**src/rtl/mr_latch_stim_if.sv**
```systemverilog
// Control/status bundle for the latch stimulus generator.
// The design sits on the slave side; the driver (sequencer or bench) is master.
interface mr_latch_stim_if;
  logic       ena;
  logic       start;
  logic       stop;
  logic [7:0] period;
  logic [7:0] high_time;
  logic [7:0] n_pulses;
  logic       stim_out;
  logic       fb_in;
  logic       busy;
  logic       done;
  logic       cfg_err;
  logic [7:0] edge_cnt;
  logic [7:0] err_cnt;

  modport slave (
    input  ena, start, stop, period, high_time, n_pulses, fb_in,
    output stim_out, busy, done, cfg_err, edge_cnt, err_cnt
  );

  modport master (
    output ena, start, stop, period, high_time, n_pulses, fb_in,
    input  stim_out, busy, done, cfg_err, edge_cnt, err_cnt
  );
endinterface

```
**src/rtl/mr_latch_stim.sv**
```systemverilog
// Pulse-burst stimulus generator for an analog buffer. It drives stim_out,
// synchronises the returned feedback and compares it against a delayed copy
// of the drive, counting feedback rising edges and mismatch cycles.
module mr_latch_stim #(
  parameter int LAT = 3
) (
  input logic            clk,
  input logic            rst_n,
  mr_latch_stim_if.slave bus
);
  typedef enum logic [2:0] {S_IDLE, S_HIGH, S_LOW, S_FLUSH, S_DONE} state_t;

  // Delay line value right after an accepted start: stim_out rises on that edge.
  localparam logic [LAT-1:0] DLY_FIRST = 1;

  state_t         r_state, w_nxt;
  logic [7:0]     r_period, r_high, r_npul;
  logic [7:0]     r_cnt, w_cnt_nxt;
  logic [7:0]     r_pcnt, w_pcnt_nxt;
  logic [1:0]     r_sync;
  logic           r_fb_prev;
  logic [LAT-1:0] r_dly;
  logic           r_stim, r_busy, r_done, r_cfg_err;
  logic [7:0]     r_edge, r_err;
  logic           w_legal, w_accept, w_reject;
  logic           w_fb, w_rise, w_active, w_stim_nxt;

  assign w_fb     = r_sync[1];
  assign w_rise   = w_fb & ~r_fb_prev;
  assign w_active = (r_state == S_HIGH) || (r_state == S_LOW) || (r_state == S_FLUSH);
  assign w_legal  = (bus.period >= 8'd2) && (bus.high_time != 8'd0) &&
                    (bus.high_time < bus.period);
  assign w_accept = (r_state == S_IDLE) && bus.start && w_legal;
  assign w_reject = (r_state == S_IDLE) && bus.start && !w_legal;
  assign w_stim_nxt = (w_nxt == S_HIGH);

  // Next-state and phase/pulse counter updates; stop wins over phase ends.
  always_comb begin
    w_nxt      = r_state;
    w_cnt_nxt  = r_cnt;
    w_pcnt_nxt = r_pcnt;
    case (r_state)
      S_IDLE: if (w_accept) begin
        w_nxt      = S_HIGH;
        w_cnt_nxt  = bus.high_time - 8'd1;
        w_pcnt_nxt = '0;
      end
      S_HIGH: begin
        if (bus.stop) begin
          w_nxt     = S_FLUSH;
          w_cnt_nxt = 8'(LAT);
        end else if (r_cnt == 8'd0) begin
          w_nxt     = S_LOW;
          w_cnt_nxt = r_period - r_high - 8'd1;
        end else begin
          w_cnt_nxt = r_cnt - 8'd1;
        end
      end
      S_LOW: begin
        if (bus.stop) begin
          w_nxt     = S_FLUSH;
          w_cnt_nxt = 8'(LAT);
        end else if (r_cnt == 8'd0) begin
          w_pcnt_nxt = r_pcnt + 8'd1;
          if ((r_npul != 8'd0) && (w_pcnt_nxt == r_npul)) begin
            w_nxt     = S_FLUSH;
            w_cnt_nxt = 8'(LAT);
          end else begin
            w_nxt     = S_HIGH;
            w_cnt_nxt = r_high - 8'd1;
          end
        end else begin
          w_cnt_nxt = r_cnt - 8'd1;
        end
      end
      // Loaded with LAT on entry, so FLUSH lasts LAT+1 cycles.
      S_FLUSH: begin
        if (r_cnt == 8'd0) w_nxt = S_DONE;
        else               w_cnt_nxt = r_cnt - 8'd1;
      end
      S_DONE:  w_nxt = S_IDLE;
      default: w_nxt = S_IDLE;
    endcase
  end

  // State, phase counters and configuration latched on accepted start.
  always_ff @(posedge clk or negedge rst_n) begin
    if (!rst_n) begin
      r_state  <= S_IDLE;
      r_cnt    <= '0;
      r_pcnt   <= '0;
      r_period <= '0;
      r_high   <= '0;
      r_npul   <= '0;
    end else if (bus.ena) begin
      r_state <= w_nxt;
      r_cnt   <= w_cnt_nxt;
      r_pcnt  <= w_pcnt_nxt;
      if (w_accept) begin
        r_period <= bus.period;
        r_high   <= bus.high_time;
        r_npul   <= bus.n_pulses;
      end
    end
  end

  // Feedback synchroniser and expected-value delay line. The line is fed with
  // the next stim value, so the stim flop plus the two sync flops give a total
  // of LAT cycles when the buffer is a plain wire.
  always_ff @(posedge clk or negedge rst_n) begin
    if (!rst_n) begin
      r_sync    <= '0;
      r_fb_prev <= 1'b0;
      r_dly     <= '0;
    end else if (bus.ena) begin
      r_sync    <= {r_sync[0], bus.fb_in};
      r_fb_prev <= w_fb;
      if (w_accept) r_dly <= DLY_FIRST;
      else          r_dly <= {r_dly[LAT-2:0], w_stim_nxt};
    end
  end

  // Registered outputs and saturating edge/error counters.
  always_ff @(posedge clk or negedge rst_n) begin
    if (!rst_n) begin
      r_stim    <= 1'b0;
      r_busy    <= 1'b0;
      r_done    <= 1'b0;
      r_cfg_err <= 1'b0;
      r_edge    <= '0;
      r_err     <= '0;
    end else if (bus.ena) begin
      r_stim    <= w_stim_nxt;
      r_busy    <= (w_nxt == S_HIGH) || (w_nxt == S_LOW) || (w_nxt == S_FLUSH);
      r_done    <= (w_nxt == S_DONE);
      r_cfg_err <= w_reject;
      if (w_accept) begin
        r_edge <= '0;
        r_err  <= '0;
      end else if (w_active) begin
        if (w_rise && (r_edge != 8'hFF))                  r_edge <= r_edge + 8'd1;
        if ((w_fb != r_dly[LAT-1]) && (r_err != 8'hFF))   r_err  <= r_err + 8'd1;
      end
    end
  end

  assign bus.stim_out = r_stim;
  assign bus.busy     = r_busy;
  assign bus.done     = r_done;
  assign bus.cfg_err  = r_cfg_err;
  assign bus.edge_cnt = r_edge;
  assign bus.err_cnt  = r_err;
endmodule

```
**src/flat_wrapper.sv**
```systemverilog
// flat-port wrapper written by rule: the top's interface ports become plain ports
module mr_latch_stim_flat 
#(
  parameter int LAT = 3
)
  (clk, rst_n, bus_ena, bus_start, bus_stop, bus_period, bus_high_time, bus_n_pulses, bus_fb_in, bus_stim_out, bus_busy, bus_done, bus_cfg_err, bus_edge_cnt, bus_err_cnt);
  mr_latch_stim_if bus_i ();
  input logic clk;
  input logic rst_n;
  input wire logic [$bits(bus_i.ena)-1:0] bus_ena;
  input wire logic [$bits(bus_i.start)-1:0] bus_start;
  input wire logic [$bits(bus_i.stop)-1:0] bus_stop;
  input wire logic [$bits(bus_i.period)-1:0] bus_period;
  input wire logic [$bits(bus_i.high_time)-1:0] bus_high_time;
  input wire logic [$bits(bus_i.n_pulses)-1:0] bus_n_pulses;
  input wire logic [$bits(bus_i.fb_in)-1:0] bus_fb_in;
  output wire logic [$bits(bus_i.stim_out)-1:0] bus_stim_out;
  output wire logic [$bits(bus_i.busy)-1:0] bus_busy;
  output wire logic [$bits(bus_i.done)-1:0] bus_done;
  output wire logic [$bits(bus_i.cfg_err)-1:0] bus_cfg_err;
  output wire logic [$bits(bus_i.edge_cnt)-1:0] bus_edge_cnt;
  output wire logic [$bits(bus_i.err_cnt)-1:0] bus_err_cnt;
  assign bus_i.ena = bus_ena;
  assign bus_i.start = bus_start;
  assign bus_i.stop = bus_stop;
  assign bus_i.period = bus_period;
  assign bus_i.high_time = bus_high_time;
  assign bus_i.n_pulses = bus_n_pulses;
  assign bus_i.fb_in = bus_fb_in;
  assign bus_stim_out = bus_i.stim_out;
  assign bus_busy = bus_i.busy;
  assign bus_done = bus_i.done;
  assign bus_cfg_err = bus_i.cfg_err;
  assign bus_edge_cnt = bus_i.edge_cnt;
  assign bus_err_cnt = bus_i.err_cnt;
  mr_latch_stim #(.LAT(LAT)) u_core (.clk(clk), .rst_n(rst_n), .bus(bus_i));
endmodule
```
**config.mk**
```make
export PLATFORM = sky130hd
export DESIGN_NAME = mr_latch_stim_flat
export DESIGN_NICKNAME = d
export VERILOG_FILES = /design/src/rtl/mr_latch_stim_if.sv /design/src/rtl/mr_latch_stim.sv /design/src/flat_wrapper.sv
export SDC_FILE = /design/constraint.sdc
export NUM_CORES = 1
export LEC_CHECK = 0
export CAP_MARGIN = 20
export CORE_MARGIN = 1
export CORE_UTILIZATION = 48
export CTS_BUF_LIST = sky130_fd_sc_hd__clkbuf_8
export CTS_CLUSTER_SIZE = 14
export DETAILED_ROUTE_END_ITERATION = 16
export PLACE_DENSITY_LB_ADDON = 0.25
export SLEW_MARGIN = 5
export SYNTH_ARGS = -nofsm -noshare
export SYNTH_HDL_FRONTEND = slang
export SYNTH_SLANG_ARGS = --single-unit
export TNS_END_PERCENT = 50
```
**constraint.sdc**
```tcl
create_clock -name clk -period 5.6 [get_ports clk]
set_input_delay 1.68 -clock clk [delete_from_list [all_inputs] [get_ports clk]]
set_output_delay 1.68 -clock clk [all_outputs]
set_load 0.01 [all_outputs]
```
# Word-level counts from Yosys, hierarchy flattened
# Index checks and enable logic that the tools add are counted.
# word_totals
ff_bits,69
in_bits,30
wordCells,96
# classes
n_addsub,8
magnitude_cmp,2
n_eq_ne,15
muxes,27
bitwise,2
reduce_logical,27
# op_table
operator,n
$mux W8,16
$pmux W8 S4,1
$sub A8 B1 Y8 const B,4
$add A8 B1 Y8 const B,3
$mux W3,7
$ne A8 B8 Y1 const B,2
$pmux W8 S2,1
$reduce_bool A8 Y1,2
$eq A3 B2 Y1 const B,4
$pmux W3 S4,1
$eq A8 B8 Y1,1
$ge A8 B2 Y1 const B,1
$logic_and A1 B1 Y1,8
$logic_not A8 Y1,1
$lt A8 B8 Y1,1
$reduce_bool A2 Y1,4
$sub A8 B8 Y8,1
$eq A3 B1 Y1 const B,2
$ne A2 B2 Y1 const B,3
$reduce_and A3 Y1,2
$reduce_and A5 Y1,1
$logic_or A1 B1 Y1,4
$reduce_and A4 Y1,1
$reduce_bool A4 Y1,1
other kinds (9),9

# Logic depth before layout (Yosys ltp)
# Gate-level depths: netlist (run 1).
# depth
depth_word,10
depth_mapped,12

# Worst setup path before layout (run 1)
# No wires, ideal clock.
# synth_path
kind,input port to flip-flop
start,in bus_period[5]
end,"reg u_core.r_err[4], in the netlist u_core.bus.err_cnt[4]"
setup_ns,0.132
t_arrival_ns,3.478
required_ns,5.468
path_slack_ns,1.991
stages,11
path_buffers,3
path_cell_list,inv_1 ha_1 a211o_1 o211ai_1 o31a_1 and4_1 buf_2 and2_1 buf_2 buf_1 nor2_1
# synth_between
elab_chain_len,6
word_cells_on_any_way,9
classes_between,2 x order compare; 1 x mux; 6 x reduce/logical
# synth_lines
element,line,text
start: declaration,flat_wrapper.sv:13,input wire logic [$bits(bus_i.period)-1:0] bus_period;
$ge A8 B2 Y1,mr_latch_stim.sv:31,assign w_legal = (bus.period >= 8'd2) && (bus.high_time != 8'd0) &&
$logic_and A1 B1 Y1,mr_latch_stim.sv:31,
$logic_and A1 B1 Y1 *,mr_latch_stim.sv:31,
$logic_and A1 B1 Y1 *,mr_latch_stim.sv:33,assign w_accept = (r_state == S_IDLE) && bus.start && w_legal;
$reduce_bool A2 Y1 (no source line),n/a,
$reduce_and A3 Y1 (no source line),n/a,
end signal: assignment,mr_latch_stim.sv:142,if ((w_fb != r_dly[LAT-1]) && (r_err != 8'hFF)) r_err <= r_err + 8'd1;
end: declaration,mr_latch_stim.sv:24,"logic [7:0] r_edge, r_err;"
# Every way passes the cells marked *; elsewhere a longest branch is shown, timed or not.
# A chain may end at the register's enable or synchronous reset.

# Worst setup path after layout (run 1)
# layout_path
start,in bus_high_time[5]
end,reg u_core.r_period[1]
# layout_between
elab_chain_len,5
word_cells_on_any_way,6
classes_between,1 x order compare; 5 x reduce/logical
# layout_lines
element,line,text
start: declaration,flat_wrapper.sv:14,input wire logic [$bits(bus_i.high_time)-1:0] bus_high_time;
"parallel branches: the longest is 2 deep, another holds $lt A8 B8 Y1",n/a,
$logic_and A1 B1 Y1 *,mr_latch_stim.sv:31,
$logic_and A1 B1 Y1 *,mr_latch_stim.sv:33,
$reduce_and A2 Y1 (no source line) *,n/a,
end signal: assignment,mr_latch_stim.sv:100,r_period <= bus.period;
end: declaration,mr_latch_stim.sv:17,"logic [7:0] r_period, r_high, r_npul;"
# Mark *: on every way between the ends.

==> results.md, run 1 <==
* Status: completed
* Initial Util at 50.34%
* Root Buffer Master: clkbuf_8
* LEAKAGE at 2.285 nW
* Yosys top cell area share at 38.76%
* Tot GR Track Use at 23.79%
* Core area at 8848 sq um
* Pre-CTS setup slack at 1008 ps
* Post-Syn Nets at 575
* Gpl congestion at 0.9082
* DP Wirelength at 8.012 mm
* Worst Hold Class: flop to flop
* Drt first pass iters at 7
* Slowest CP cell: nand2_1
* CP max FO at 27
* Synth area leader: dfrtp_1
* Fmax at 0.2358 GHz
* CTS tree: yes
* Post-synth top cells: nand2_1 (87), dfrtp_1 (69), o21ai_0 (51), inv_1 (36), nor2_1 (30)
* Worst path cell trace: clkdlybuf4s50_1, ha_1, a211o_1, o211ai_1, o31a_1, and4_1, nand2_1, o21ai_0
* Post-route DRC violation count at 0
* Share of layout cells above drive strength 1 at 6.140%
* IO Pins at 50
* Yosys warns at 0
* Std-Cell Rows at 34
* RR Startpoint: u_core.r_state[1]
* Ys flop type: dfrtp_1
* DIE WIDTH at 98.33 um
* Period minus WS final at 4241 ps
* First-pass GRT wire length at 18.16 mm
* Worst ir drop on vdd at 0.0002588 V
* Clock latency on the worst-skew pair at 370 ps
* Sink Count at 69
* Most frequently used cell type in the post-synthesis netlist: nand2_1
* Setup Buffers After CTS at 0
* Pwr/cell area at 458.4 nW/um^2
* EDFF count, synth at 0
* Grt total ovfl at 0
* Final Hold Vio Count at 0
* Pin count of the biggest net entering global routing at 40
* R2R Setup Slk at 2490 ps
* Routed Wire Length at 10.79 mm
* Critical Path Start: bus_high_time[5]
* Seq/Total Area, Yosys at 38.76%
* Capture point of the worst reg-to-reg path: u_core.r_period[1]
* Max Transition Viols Final at 0
* Synth Area per Inst at 8.501 sq um
* Layout area overhead at 17.44%
* Fin nets at 616
* Data arrival, critical path at 4500 ps
* Mapped Cells at 524
* Max-slew headroom at 33.97%
* Starting DRC count in detailed routing at 207
* Critical path capture point type: flop
* Final setup violation count at 0
* Cts bufs inserted at 9
* Crit start category: input port
* Buffers on Ports at 49
* RSZ-0062 raised after global routing: false
* CP max stage delay at 580 ps
* FFs w/ async S/R, synth at 100.0%
* Vias in the first global route at 3880
* Die area at 9669 sq um
* Final clock skew at 10.98 ps
* Netlist cell types at 68
* DIE HEIGHT at 98.33 um
* Synth Cell Area at 4454 sq um
* Routed len/inst at 15.91 um
* CP Data Required Time at 5860 ps
* Post-CTS sizing at 0
* Clk buf depth at 2
* Antenna Nets Post-Route at 0
* Max-Cap Viols at 0
* Setup WS post-layout at 1359 ps
* Setup Crit Path Kind: input port to flop
* Worst hold path startpoint: u_core.r_fb_prev
* CTS Hold Bufs at 0
* End of the critical path: u_core.r_period[1]
* DR vias at 3993
* Yosys reg bits at 69
* Clock slew seen by the registers of the worst setup and hold paths at 80 ps
* Period utilisation layout at 75.73%
* Setup tns final at 0 ps
* Vias per cell at 5.889
* Diode count at 0
* Top post-synthesis cells by area: dfrtp_1 (39%), nand2_1 (7.3%), o21ai_0 (5.7%), ha_1 (5.6%), xor2_1 (4.7%)
* Initial antenna violation count at 0
* Worst-case reg-to-reg path depth at 4
* Worst-margin pin slew at 982.9 ps
* H-tree lvl count at 3
-- how the worst min path moves through the flow --
| stage | end | slack (ps) | cells after the start |
|---|---|---|---|
| 2_1_floorplan | u_core.r_period[0] | 450 | 2 |
| 3_3_place_gp | u_core.r_period[3] | 480 | 2 |
| 3_5_place_dp | u_core.r_period[0] | 480 | 2 |
| 4_1_cts | u_core.r_period[3] | 510 | 2 |
| 5_1_grt | u_core.r_fb_prev | 530 | 1 |
| 6_report | u_core.r_fb_prev | 500 | 1 |
-- report_power, final --
part           switching (mW)  internal, mW
clock network           0.214         0.266
logic                   0.578         0.473
registers               0.206         0.661
-- stage by stage --
stage	hold slack, ps	utilization, %	cell area (sq um)	cells	power, mW
after floorplan	449.7	-	4454	524	1.594
after global placement	481.2	56.50	5000	662	1.875
after detailed placement	483.5	56.50	5000	662	1.909
after CTS	505.0	59.12	5231	678	2.388
after global routing	531.1	59.12	5231	678	2.573
final	504.6	59.12	5231	678	2.398
-- state kept, by name, summed over array words and instances, names as in the netlist, 2 cells and up --
signal / cells
u_core.bus.err_cnt: 8
u_core.r_period: 8
u_core.r_pcnt: 8
u_core.bus.edge_cnt: 8
u_core.r_cnt: 8
u_core.r_sync: 2
u_core.r_dly: 3
u_core.r_state: 3
u_core.r_npul: 8
u_core.r_high: 8
-- critical path: cells and delay by family --
| family | cells | cell delay (ps) |
|---|---|---|
| buf+inv | 1 | 500 |
| simple gates | 2 | 980 |
| fa+ha+maj | 1 | 350 |
| compound gates | 4 | 980 |
-- layout make-up --
class / count / area, sq um
fillers: 774 / 3617
multi-input cells: 396 / 2491
clock buffers: 10 / 137.6
inverters: 37 / 138.9
clock inverters: 6 / 93.84
well taps: 108 / 135.1
flip-flops and latches: 69 / 1727
repair buffers: 52 / 508.0
-- cells by family (layout without fill, tap and decap cells) --
| kind of cell | after synthesis | count (layout) | synth area share (%) |
|---|---|---|---|
| buffers and inverters | 59 | 105 | 5.309 |
| adder cells (fa/ha/maj) | 21 | 21 | 6.067 |
| AND/OR/NAND/NOR | 196 | 196 | 21.26 |
| flip-flops | 69 | 69 | 38.76 |
| multiplexers | 4 | 4 | 0.9831 |
| XOR/XNOR | 43 | 43 | 8.455 |
| AO/OA/AOI/OAI | 132 | 132 | 19.16 |
-- cells in the final DEF (no fill, tap or decap), types with 19 or more instances in the layout --
cell type / n
dfrtp_1: 69
o21ai_0: 51
a21oi_1: 23
inv_1: 36
nor2_1: 30
clkdlybuf4s50_1: 48
nand3_1: 20
xnor2_1: 19
xor2_1: 24
nand2_1: 87
ha_1: 20
-- layer usage --
metal	track usage [%]	routed length [um]	up-vias
li1	-	-	1931
met1	31.84	5022	1907
met2	37.00	4814	134
met3	5.583	734	21
met4	10.33	213	0
met5	0	0	-
(Power assumes the default switching activity.)
==> inputs of run 2 (changes only) <==
==> constraint.sdc (replaced) <==
create_clock -name clk -period 4.1 [get_ports clk]
set_input_delay 1.23 -clock clk [delete_from_list [all_inputs] [get_ports clk]]
set_output_delay 1.23 -clock clk [all_outputs]
set_load 0.01 [all_outputs]
==> run 2 against run 1 <==
Highest routed layer unchanged. Critical path type unchanged. Critical endpoint is now u_core.r_pcnt[5]. Flip-flop and latch count stayed put. Register-to-register slack got worse by 1300 ps. Worst hold slack better by 4.3 ps. Die area unchanged.
==> results.md, run 2 (same netlist as run 1, synthesis figures left out) <==
* Post-route DRC violation count at 0 (unchanged)
* Grt total ovfl at 0 (unchanged)
* Drt first pass iters at 7 (unchanged)
* Commonest non-fill, non-tap cell in the layout: nand2_1 (unchanged)
* Status: completed (unchanged)
* First-pass GRT wire length at 18.62 mm (was 18.16 mm)
* CP Data Required Time at 4340 ps (was 5860 ps)
* CP top delay family: compound AO/OA/AOI/OAI gates (unchanged)
* IO Pins at 50 (unchanged)
* Gpl congestion at 0.9090 (was 0.9082)
* Setup WS post-layout at 557.3 ps (was 1359 ps)
* Max-slew headroom at 35.06% (was 33.97%)
* Root Buffer Master: clkbuf_8 (unchanged)
* Starting DRC count in detailed routing at 198 (was 207)
* Dpl cell area at 5075 sq um (was 5000 sq um)
* Worst hold path startpoint: u_core.r_period[0] (was u_core.r_fb_prev)
* Period minus WS final at 3543 ps
* Crit start category: input port (unchanged)
* Pre-CTS setup slack at 195.1 ps (was 1008 ps)
* Final Hold Vio Count at 0 (unchanged)
* Capture point of the worst reg-to-reg path: u_core.r_pcnt[5] (was u_core.r_period[1])
* Die area at 9669 sq um (unchanged)
* Vias per cell at 5.742 (was 5.889)
* Clock slew seen by the registers of the worst setup and hold paths at 80 ps (about the same)
* Cts bufs inserted at 9 (unchanged)
* Buffers on Ports at 49 (unchanged)
* Hold endpoint: u_core.r_period[0] (was u_core.r_fb_prev)
* Inst Count DP at 672 (was 662)
* Slowest CP cell: clkdlybuf4s50_1 (was nand2_1)
* Setup Buffers After CTS at 0 (unchanged)
* Core area at 8848 sq um (unchanged)
* Fin area at 5269 sq um (was 5231 sq um)
* Antenna Nets Post-Route at 0 (unchanged)
* Std-Cell Rows at 34 (unchanged)
* Hold Path Depth at 2 (was 1)
* Initial antenna violation count at 0 (unchanged)
* Filler-free cell count of the finished design at 689 (was 678)
* LEAKAGE at 2.310 nW (was 2.285 nW)
* Post-CTS sizing at 0 (unchanged)
* Worst ir drop on vdd at 0.0002865 V (was 0.0002588 V)
* Final clock skew at 9.000 ps (was 10.98 ps)
* R2R Setup Slk at 1230 ps (was 2490 ps)
* Setup tns final at 0 ps (unchanged)
* Fmax at 0.2823 GHz
* Max Transition Viols Final at 0 (unchanged)
* Initial Util at 50.34% (unchanged)
* CP Buf/Inv Count at 1 (unchanged)
* Share of layout cells above drive strength 1 at 7.917% (was 6.140%)
* Worst path cell trace: clkdlybuf4s50_1, ha_1, a211o_1, o211ai_1, o31a_1, nand4_1, a211o_1, nand2b_1, o41ai_1 (was clkdlybuf4s50_1, ha_1, a211o_1, o211ai_1, o31a_1, and4_1, nand2_1, o21ai_0)
* Worst-case reg-to-reg path depth at 9 (was 4)
* Routed len/inst at 16.18 um (was 15.91 um)
* CTS tree: yes (unchanged)
* Most frequent cells in the layout: nand2_1 (87), dfrtp_1 (69), o21ai_0 (51), clkdlybuf4s50_1 (48), inv_1 (36) (unchanged)
* H-tree lvl count at 3 (unchanged)
* DIE HEIGHT at 98.33 um (unchanged)
* Final setup violation count at 0 (unchanged)
* DR vias at 3956 (was 3993)
* Sink Count at 69 (unchanged)
* Worst Hold Class: flop to flop (unchanged)
* Setup Crit Path Kind: input port to flop (unchanged)
* Diode count at 0 (unchanged)
* Tot GR Track Use at 24.41% (was 23.79%)
* CTS Hold Bufs at 0 (unchanged)
* DIE WIDTH at 98.33 um (unchanged)
* Data arrival, critical path at 3780 ps (was 4500 ps)
* Clock latency on the worst-skew pair at 360 ps (was 370 ps)
* Crit path top cell by count: a211o_1
* Worst-margin pin slew at 966.7 ps (was 982.9 ps)
* RR Startpoint: u_core.r_cnt[0] (was u_core.r_state[1])
* CP max FO at 7 (was 27)
* DP Wirelength at 8.251 mm (was 8.012 mm)
* CP max stage delay at 520 ps (was 580 ps)
* Max-Cap Viols at 0 (unchanged)
* RSZ-0062 raised after global routing: false (unchanged)
* Vias in the first global route at 3751 (was 3880)
* Critical path capture point type: flop (unchanged)
* Pwr/cell area at 598.1 nW/um^2 (was 458.4 nW/um^2)
* Total chip power at 3.151 mW (was 2.398 mW)
* Clk buf depth at 2 (unchanged)
* Layout area overhead at 18.29% (was 17.44%)
* Routed Wire Length at 11.15 mm (was 10.79 mm)
* Pin count of the biggest net entering global routing at 48 (was 40)
* Period utilisation layout at 86.41%
* Fin nets at 627 (was 616)
run 2: cell types whose count changed in the layout (fill, tap and decap cells not counted), sizes merged:
cell,before,now
buf,4,15
bufinv,2,0
clkbuf,10,9
clkinv,2,3
clkinvlp,1,3
run 2: metal layers:
metal / wire [um] / vias up / global-route usage, %
met2: 5008 / 114 / 37.65
met5: 0 / - / 0
met1: 5333 / 1874 / 33.67
li1: - / 1953 / -
met4: 160 / 0 / 8.611
met3: 646 / 15 / 5.727
run 2: worst max path at each step:
| stage | startpoint | to | slack, ps | cells past startpoint |
|---|---|---|---|---|
| final | bus_high_time[5] | u_core.r_pcnt[5] | 560 | 9 |
| after global placement | bus_high_time[3] | u_core.r_cnt[7] | 300 | 8 |
| after CTS | bus_high_time[5] | u_core.r_pcnt[5] | 560 | 9 |
| after floorplan | bus_period[5] | u_core.bus.err_cnt[4] | 940 | 11 |
| after detailed placement | bus_high_time[5] | u_core.r_pcnt[5] | 200 | 9 |
| after global routing | bus_high_time[1] | u_core.r_pcnt[5] | 360 | 9 |
run 2: per-stage QoR:
| stage | hold WS, ps | utilization (%) |
|---|---|---|
| after floorplan | 449.7 | - |
| after global placement | 480.9 | 57.35 |
| after detailed placement | 492.5 | 57.35 |
| after CTS | 510.3 | 59.32 |
| after global routing | 526.9 | 59.54 |
| final | 508.9 | 59.54 |
run 2: cell type report:
type	instances	area [sq um]
clock buffers	9	123.9
clock inverters	7	50.05
fillers	806	3580
inverters	37	138.9
multi-input cells	396	2491
flip-flops and latches	69	1727
well taps	108	135.1
repair buffers	63	603.1
run 2: where the power goes:
part / internal [mW] / total (mW) / switching [mW]
combinational: 0.662 / 1.46 / 0.796
clock: 0.220 / 0.511 / 0.292
sequential: 0.903 / 1.18 / 0.279
total: 1.78 / 3.15 / 1.37
run 2: tightest hold or removal path: cells and delay by family, from the launching register on:
kind	cells	cell delay, ps
flops	1	360
simple gates	2	120
